### src/rtl/if_stage_pkg.sv
// Shared CPU constants for the instruction-fetch stage: reset/trap vectors,
// the NOP encoding, the next-PC source encoding and the sequential PC increment.
package if_stage_pkg;

    localparam logic [31:0] RESET_PC_DEF = 32'h8000_0000;
    localparam logic [31:0] IRQ_VEC_DEF  = 32'h8000_0004;
    localparam logic [31:0] EXC_VEC_DEF  = 32'h8000_0008;
    localparam logic [31:0] NOP_INSTR    = 32'h0000_0000;

    // Source of the next PC, listed lowest to highest priority
    typedef enum logic [2:0] {
        SEL_PC4,
        SEL_HOLD,
        SEL_BR,
        SEL_JUMP,
        SEL_JR,
        SEL_IRQ,
        SEL_EXC
    } pc_sel_e;

    // Sequential increment: the supervisor bit (31) is preserved and the
    // lower 31 bits wrap independently.
    function automatic logic [31:0] pc_plus4(input logic [31:0] pc);
        return {pc[31], pc[30:0] + 31'd4};
    endfunction

endpackage

### src/rtl/if_stage_pc_next_sel.sv
// Combinational next-PC selection with fixed redirect priority:
// exc > irq > jr > jump > branch > stall > sequential.
module pc_next_sel
    import if_stage_pkg::*;
#(
    parameter logic [31:0] IRQ_VEC = IRQ_VEC_DEF,
    parameter logic [31:0] EXC_VEC = EXC_VEC_DEF
) (
    input  logic [31:0] i_pc,
    input  logic        i_stall,
    input  logic        i_br_taken,
    input  logic [31:0] i_br_target,
    input  logic        i_jump,
    input  logic [31:0] i_jump_target,
    input  logic        i_jr,
    input  logic [31:0] i_jr_target,
    input  logic        i_irq,
    input  logic        i_exc,
    output logic [31:0] o_next_pc,
    output logic        o_redirect,
    output logic        o_irq_take,
    output logic        o_exc_take
);

    pc_sel_e w_sel;

    // Pick the winning PC source; irq is only honoured in user mode
    always_comb begin
        w_sel      = SEL_PC4;
        o_irq_take = 1'b0;
        o_exc_take = 1'b0;
        if (i_exc) begin
            w_sel      = SEL_EXC;
            o_exc_take = 1'b1;
        end else if (i_irq && !i_pc[31]) begin
            w_sel      = SEL_IRQ;
            o_irq_take = 1'b1;
        end else if (i_jr) begin
            w_sel = SEL_JR;
        end else if (i_jump) begin
            w_sel = SEL_JUMP;
        end else if (i_br_taken) begin
            w_sel = SEL_BR;
        end else if (i_stall) begin
            w_sel = SEL_HOLD;
        end
    end

    // Drive the next PC from the selected source; branch/jump cannot change mode
    always_comb begin
        o_next_pc  = pc_plus4(i_pc);
        o_redirect = 1'b1;
        case (w_sel)
            SEL_EXC:  o_next_pc = EXC_VEC;
            SEL_IRQ:  o_next_pc = IRQ_VEC;
            SEL_JR:   o_next_pc = i_jr_target;
            SEL_JUMP: o_next_pc = {i_pc[31], i_jump_target[30:0]};
            SEL_BR:   o_next_pc = {i_pc[31], i_br_target[30:0]};
            SEL_HOLD: begin
                o_next_pc  = i_pc;
                o_redirect = 1'b0;
            end
            default: begin
                o_next_pc  = pc_plus4(i_pc);
                o_redirect = 1'b0;
            end
        endcase
    end

endmodule

### src/rtl/if_stage.sv
// Instruction-fetch stage: owns the PC, the IF/ID pipeline register, the
// exception return address and the interrupt acknowledge pulse.
module if_stage
    import if_stage_pkg::*;
#(
    parameter logic [31:0] RESET_PC = RESET_PC_DEF,
    parameter logic [31:0] IRQ_VEC  = IRQ_VEC_DEF,
    parameter logic [31:0] EXC_VEC  = EXC_VEC_DEF
) (
    input  logic        clk,
    input  logic        reset,
    input  logic        stall,
    input  logic        br_taken,
    input  logic [31:0] br_target,
    input  logic        jump,
    input  logic [31:0] jump_target,
    input  logic        jr,
    input  logic [31:0] jr_target,
    input  logic        irq,
    input  logic        exc,
    output logic [31:0] instr_addr,
    input  logic [31:0] instruction,
    output logic [31:0] ifid_instr,
    output logic [31:0] ifid_pc4,
    output logic        ifid_valid,
    output logic [31:0] epc,
    output logic        irq_ack
);

    logic [31:0] r_pc;
    logic [31:0] r_ifid_instr;
    logic [31:0] r_ifid_pc4;
    logic        r_ifid_valid;
    logic [31:0] r_epc;
    logic        r_irq_ack;

    logic [31:0] w_next_pc;
    logic        w_redirect;
    logic        w_irq_take;
    logic        w_exc_take;

    pc_next_sel #(
        .IRQ_VEC (IRQ_VEC),
        .EXC_VEC (EXC_VEC)
    ) u_pc_next_sel (
        .i_pc          (r_pc),
        .i_stall       (stall),
        .i_br_taken    (br_taken),
        .i_br_target   (br_target),
        .i_jump        (jump),
        .i_jump_target (jump_target),
        .i_jr          (jr),
        .i_jr_target   (jr_target),
        .i_irq         (irq),
        .i_exc         (exc),
        .o_next_pc     (w_next_pc),
        .o_redirect    (w_redirect),
        .o_irq_take    (w_irq_take),
        .o_exc_take    (w_exc_take)
    );

    // PC register: stall hold is already folded into the selected next PC
    always_ff @(posedge clk or negedge reset) begin
        if (!reset) begin
            r_pc <= RESET_PC;
        end else begin
            r_pc <= w_next_pc;
        end
    end

    // IF/ID register: redirect inserts a bubble even under stall
    always_ff @(posedge clk or negedge reset) begin
        if (!reset) begin
            r_ifid_instr <= NOP_INSTR;
            r_ifid_pc4   <= 32'h0;
            r_ifid_valid <= 1'b0;
        end else if (w_redirect) begin
            r_ifid_instr <= NOP_INSTR;
            r_ifid_pc4   <= 32'h0;
            r_ifid_valid <= 1'b0;
        end else if (!stall) begin
            r_ifid_instr <= instruction;
            r_ifid_pc4   <= pc_plus4(r_pc);
            r_ifid_valid <= 1'b1;
        end
    end

    // EPC: exc returns past the faulting instruction, irq re-executes the unfetched one
    always_ff @(posedge clk or negedge reset) begin
        if (!reset) begin
            r_epc <= 32'h0;
        end else if (w_exc_take) begin
            r_epc <= r_ifid_pc4;
        end else if (w_irq_take) begin
            r_epc <= r_pc;
        end
    end

    // Interrupt acknowledge: single-cycle pulse following the taken irq
    always_ff @(posedge clk or negedge reset) begin
        if (!reset) begin
            r_irq_ack <= 1'b0;
        end else begin
            r_irq_ack <= w_irq_take;
        end
    end

    assign instr_addr = r_pc;
    assign ifid_instr = r_ifid_instr;
    assign ifid_pc4   = r_ifid_pc4;
    assign ifid_valid = r_ifid_valid;
    assign epc        = r_epc;
    assign irq_ack    = r_irq_ack;

endmodule

### config.mk
export PLATFORM = sky130hd
export DESIGN_NAME = if_stage
export DESIGN_NICKNAME = d
export VERILOG_FILES = /design/src/rtl/if_stage_pkg.sv /design/src/rtl/if_stage_pc_next_sel.sv /design/src/rtl/if_stage.sv
export SDC_FILE = /design/constraint.sdc
export NUM_CORES = 1
export LEC_CHECK = 0
export ABC_AREA = 1
export CORE_ASPECT_RATIO = 0.7
export CORE_UTILIZATION = 44
export DETAILED_ROUTE_END_ITERATION = 8
export PLACE_DENSITY = 0.81
export SETUP_SLACK_MARGIN = 0.02
export SLEW_MARGIN = 20
export SYNTH_ARGS = -nofsm -noshare
export SYNTH_HDL_FRONTEND = slang
export SYNTH_SLANG_ARGS = --single-unit
### constraint.sdc
create_clock -name clk -period 2 [get_ports clk]
set_input_delay 0.4 -clock clk [delete_from_list [all_inputs] [get_ports clk]]
set_output_delay 0.4 -clock clk [all_outputs]
set_load 0.005 [all_outputs]
==> results of run 1 <==
-- per-layer routing --
layer	part of all wire [%]	routed length (um)	up-vias
li1	-	-	3445
met2	45	11190	467
met4	2.4	590	4
met1	41	9994	3490
met3	12	2855	61
met5	0.11	27	-
-- tightest hold or removal path, stage by stage, from the launching register on --
cell      delay [ns]
dfrtp_1         0.34
nand2_1         0.05
o221ai_1        0.06
-- cell usage after synthesis, types with 3 or more instances --
| master | number |
|---|---|
| nand3_1 | 66 |
| a22o_1 | 32 |
| nor2_1 | 73 |
| nor2_2 | 3 |
| nand4_1 | 19 |
| buf_2 | 17 |
| nand3b_1 | 15 |
| o21ai_0 | 23 |
| o221ai_1 | 19 |
| buf_4 | 8 |
| nand2_1 | 303 |
| inv_2 | 4 |
| inv_1 | 87 |
| xor2_1 | 12 |
| nor2_4 | 3 |
| o22ai_1 | 13 |
| dfrtp_1 | 129 |
| buf_1 | 3 |
| nand2_2 | 6 |
| clkbuf_1 | 13 |
| o211ai_1 | 11 |
-- cell type report --
| class | count | area [um^2] |
|---|---|---|
| Fill cell | 1142 | 4253 |
| Sequential cell | 130 | 3254 |
| Timing Repair Buffer | 315 | 3173 |
| Multi-Input combinational cell | 608 | 2977 |
| Clock buffer | 18 | 439.2 |
| Inverter | 91 | 341.6 |
| Tap cell | 195 | 244.0 |
| Clock inverter | 14 | 178.9 |
-- flip-flops by register name (all words and copies together) (netlist names) --
name,cells
instr_addr,32
ifid_valid,1
epc,32
ifid_pc4,32
ifid_instr,32
irq_ack,1
-- cells in the final DEF (no fill, tap or decap), drive strengths merged --
cell           synthesis  layout
xor2                  12      12
clkbuf                13      18
dfrtp                129     129
a22o                  32      32
ha                     1       1
a21oi                  3       3
o211ai                11      11
dlygate4sd3            0       1
nor2                  79      79
buf                   29      52
inv                   91      95
nand4                 19      19
clkinv                 0       5
clkinvlp               0       2
o21ai                 23      23
a22oi                  2       2
dfstp                  1       1
nand3b                15      15
nand3                 68      68
o22ai                 13      13
o221ai                19      19
nand2                309     309
a21boi                 1       1
clkdlybuf4s50          0     262
o2111ai                1       1
bufinv                 0       3
-- how the worst max path moves through the flow --
| stage | to | start | slack, ns | cells past startpoint |
|---|---|---|---|---|
| 2_1_floorplan | instr_addr[14]$_DFFE_PN0P_ | instr_addr[31]$_DFFE_PN1P_ | 0.37 | 11 |
| 3_3_place_gp | instr_addr[7]$_DFFE_PN0P_ | jr | -0.05 | 10 |
| 3_5_place_dp | instr_addr[8]$_DFFE_PN0P_ | jr | -0.11 | 10 |
| 4_1_cts | instr_addr[9] | instr_addr[9]$_DFFE_PN0P_ | 0.08 | 2 |
| 5_1_grt | ifid_pc4[16]$_DFFE_PN0P_ | instr_addr[3]$_DFFE_PN0P_ | 0.01 | 7 |
| 6_report | instr_addr[9] | instr_addr[9]$_DFFE_PN0P_ | 0.08 | 2 |
-- logic make-up (layout without fill, tap and decap cells) --
family	Yosys count	after routing
buffers and inverters	133	438
adder cells (fa/ha/maj)	1	1
AND/OR/NAND/NOR	490	490
flip-flops	130	130
XOR/XNOR	12	12
AO/OA/AOI/OAI	105	105
-- power groups by stage --
stage	Sequential (mW)	Clock, mW	Combinational [mW]
after global routing	2.87	3.41	1.28
final	2.86	3.28	1.19
after detailed placement	2.90	0	1.17
after CTS	2.85	3.30	1.18
after floorplan	2.88	0	0.386
after global placement	2.90	0	1.15
-- timing repair --
action	in CTS	in global routing
setup endpoints to repair	0	2
hold buffers	1	0
resized for setup	0	1
endpoints found under the hold margin	33	0
==> flow_summary.ini, run 1 <==
[placed_design]
dp_hpwl_um = 18510
portBuffers = 263
dp.cells = 1338
gp_congestion = 0.9934
placed_area_um2 = 9980
post-place-ws_ns = -0.1102

[clocking]
root_buffer = clkbuf_16
clock_path_buffers = 2
cts-htree-levels = 4
post_cts_buffers = 0
insertion_delay_ns = 0.43
cts_tree = done
numCtsBuffers = 17
clk_pin_slew_worst_paths_ns = 0.06
cts.sinks = 130

[hold_path]
whs_path_depth = 2
hold_end = epc[8]$_DFFE_PN0P_
hold_start = epc[8]$_DFFE_PN0P_
hold_class = reg2reg

[setup_path]
critPathRequiredTime_ns = 1.60
r2r-start = instr_addr[3]$_DFFE_PN0P_
cp-start-kind = flip-flop
end_kind = primary output
worst-r2r-setup-slack_ns = 0.13
worstPathArrival_ns = 1.52
r2r_end = ifid_pc4[22]$_DFFE_PN0P_
cp_max_fo = 4
cp_top_family = buffers and inverters
slowest_delay_ns = 0.52
path_class = reg2out
crit_slowest_cell = clkdlybuf4s50_1
path_cells = buf_4 > clkdlybuf4s50_1
worst-path-buf-inv = 2
reg2reg_depth = 10

[power]
p_int_mw = 5.364
combPwrFrac_pct = 16.2
fin_total_pwr_mw = 7.329
power_leakage_nw = 4.806
p_sw_share_pct = 26.81
power_frac_seq_pct = 39.0
powerDensity_nw_per_um2 = 690.9
clockPowerShare_pct = 44.8
ir_drop_v = 0.0005694
p_switching_mw = 1.965

[timing]
setup_viol = 0
skew_ns = 0.009784
maxSlewHeadroom_pct = 63.60
fin_ws_ns = 0.07751
fin_crit_ns = 1.922
rsz0062_at_grt = true
setup_tns_ns = 0
worst_pin_slew_ns = 0.5460
hold_viol = 0
whs_ns = 0.4912
fin_crit_sh_pct = 96.12
fmax_mhz = 520.2
slew_violations = 0

[synthesis]
synth_area_um2 = 6789
syn-num-nets = 1008
synth.mux.area_fraction_pct = 0
synth_seq_area_share_pct = 47.94
synth_xor_area_share_pct = 1.548
synth_top_family_by_area = simple AND/OR/NAND/NOR gates
synth_fa_ha_area_share_pct = 0.1843
ys_top_cells_by_area = dfrtp_1 48%, nand2_1 17%, nand3_1 4.9%, inv_1 4.8%, a22o_1 4.1%
synth_top_area_share_pct = 47.55
yosysTopAreaCell = dfrtp_1
ys_warn_count = 0
ys_seq_elements = 130
synthFlopType = dfrtp_1
synth_compound_area_share_pct = 11.43
syn_inst = 871
async_flop_share_pct = 100.0
synth_cell_types = 30
syn_area_per_cell_um2 = 7.795
synth_edf_count = 0
yosys.area_share.simple_pct = 30.69

[grt]
track_usage_pct = 32.24
grt-busiest-layer = met2
use_met1_pct = 42.87
antenna_found_initial = 2
grt_pass1_vias = 7234
overflow = 0
met3_usage_pct = 8.755
grt_max_degree = 40
grt_pass1_wl_um = 38720
grtUsageMet2_pct = 50.69

[cells_and_area]
fin_util_pct = 71.38
instances_no_fill = 1371
drive_above_1_share_pct = 8.844
diodes = 0
nets = 1300
syn2layout_area_growth_pct = 56.25
fin_area_um2 = 10610

[run]
drv_cap = 0

[detailed_routing]
drtPass1Iterations = 5
vias_per_cell = 5.446
num_vias = 7467
wl_per_cell_um = 17.98
wl_um = 24660
drt_iter0_drc = 770
ant_nets = 0
drc = 0

[floorplanning]
die_area_um2 = 15940
start_util_pct = 45.68
die_h_um = 105.9
fp.coreArea_um2 = 14860
rows = 37
ioPinCount = 266
fp.dieW_um = 150.5

[outcome]
status = finished clean
(Power assumes the default switching activity.)
==> inputs of run 2 (changes only) <==
==> constraint.sdc (replaced) <==
create_clock -name clk -period 2 [get_ports clk]
set_input_delay 0.6 -clock clk [delete_from_list [all_inputs] [get_ports clk]]
set_output_delay 0.6 -clock clk [all_outputs]
set_load 0.005 [all_outputs]
==> flow_summary.ini, run 2 (synthesis gave the netlist of run 1 again) <==
[cells_and_area]
drive_above_1_share_pct = 12.57
syn2layout_area_growth_pct = 60.47
final_cell_mix = 303 x nand2_1, 253 x clkdlybuf4s50_1, 116 x dfrtp_1
diodes = 0
fin_util_pct = 73.31
nets = 1333
final_common_cell = nand2_1

[detailed_routing]
wl_per_cell_um = 17.65
num_vias = 7588
ant_nets = 0
vias_per_cell = 5.405
drtPass1Iterations = 7
wl_um = 24790
drc = 0
drt_iter0_drc = 690

[timing]
setup_tns_ns = 0
skew_ns = 0.007079
fin_crit_sh_pct = 97.96
fmax_mhz = 510.4
hold_viol = 0
rsz0062_at_grt = false
fin_crit_ns = 1.959
fin_ws_ns = 0.04070
setup_viol = 0
slew_violations = 0
maxSlewHeadroom_pct = 73.86
whs_ns = 0.1064
worst_pin_slew_ns = 0.3922

[setup_path]
worstPathArrival_ns = 1.36
crit_slowest_cell = clkdlybuf4s50_1
cp-start-kind = flip-flop
critPathRequiredTime_ns = 1.40
path_class = reg2out
cp_max_fo = 3
worst-path-buf-inv = 1
path_cells = clkdlybuf4s50_1
cp_top_family = buffers and inverters
end_kind = primary output
slowest_delay_ns = 0.56

[outcome]
status = finished clean

[placed_design]
gp_congestion = 0.9959
dp_hpwl_um = 18770
post-place-ws_ns = -0.2560
portBuffers = 263

[hold_path]
hold_class = in2async

[power]
fin_total_pwr_mw = 7.454
power_frac_seq_pct = 37.9
ir_drop_v = 0.0005114
power_leakage_nw = 5.010
p_sw_share_pct = 26.07
clockPowerShare_pct = 44.7
p_int_mw = 5.511
p_switching_mw = 1.943
combPwrFrac_pct = 17.4
powerDensity_nw_per_um2 = 684.2

[clocking]
numCtsBuffers = 17
clk_pin_slew_worst_paths_ns = 0.06
clock_path_buffers = 2
cts-htree-levels = 4
cts_tree = done
root_buffer = clkbuf_16
cts.sinks = 130
hold_buffers = 0
insertion_delay_ns = 0.42

[floorplanning]
die_h_um = 105.9
ioPinCount = 266
start_util_pct = 45.68
rows = 37
fp.dieW_um = 150.5
die_area_um2 = 15940
fp.coreArea_um2 = 14860

[grt]
grt_pass1_vias = 7456
overflow = 0
antenna_found_initial = 0
track_usage_pct = 32.37
grt_max_degree = 35
grt_pass1_wl_um = 39310

[run]
drv_cap = 0
==> run 2: cell types whose count changed in the layout (fill, tap and decap cells not counted), sizes merged, moves of 2 or more <==
| cell | delta |
|---|---|
| buf | +34 |
| dlygate4sd2 | +7 |
| dlymetal6s2s | +2 |
| clkdlybuf4s50 | -9 |
==> run 2: final timing paths <==
| path | startpoint | endpoint | slack, ns | cells after the start |
|---|---|---|---|---|
| max | ifid_pc4[3]$_DFFE_PN0P_ | ifid_pc4[3] | 0.04 | 1 |
| min | reset | epc[17]$_DFFE_PN0P_ | 0.11 | 1 |
| max reg2reg | instr_addr[2]$_DFFE_PN0P_ | instr_addr[12]$_DFFE_PN0P_ | 0.15 | 10 |
| min reg2reg | epc[16]$_DFFE_PN0P_ | epc[16]$_DFFE_PN0P_ | 0.50 | 2 |
| max in group asynchronous | reset | instr_addr[31]$_DFFE_PN1P_ | 1.35 | 2 |
| min in group clk | epc[16]$_DFFE_PN0P_ | epc[16]$_DFFE_PN0P_ | 0.50 | 2 |
==> run 2: repair_timing <==
action | 4_1_cts | 5_1_grt
buffers inserted | 15 | 8
resized for setup | 21 | 6
pin swaps | 0 | 1
endpoints found under the setup margin | 26 | 15
hold endpoints to repair | 0 | 0
==> run 2: power by group through the flow <==
stage                     registers (mW)  clock network, mW  logic (mW)
after global placement              2.90                  0        1.15
final                               2.83               3.33        1.29
after detailed placement            2.90                  0        1.17
after global routing                2.84               3.49        1.39
after CTS                           2.83               3.35        1.25
after floorplan                     2.88                  0       0.386
==> run 2: metal layers <==
layer  wire length (um)  track usage [%]  vias up  share of wire (%)
met5                  0                0        -                  0
met4                606            10.97        0                2.4
met3               2803            8.240       54                 11
met2              11170            50.46      484                 45
met1              10210            43.78     3553                 41
li1                   -                -     3497                  -
==> run 2: area by class of cell <==
cell class	instances	area, um^2
Timing Repair Buffer	348	3431
Sequential cell	130	3271
Inverter	91	341.6
Tap cell	195	244.0
Multi-Input combinational cell	608	2979
Clock buffer	18	429.2
Clock inverter	14	198.9
Fill cell	1059	3966
==> run 2: through the flow <==
step	cells	area [um^2]
floorplan	871	6789
global placement	1349	10070
detailed placement	1349	10070
CTS	1396	10830
global route	1404	10890
finish	1404	10890
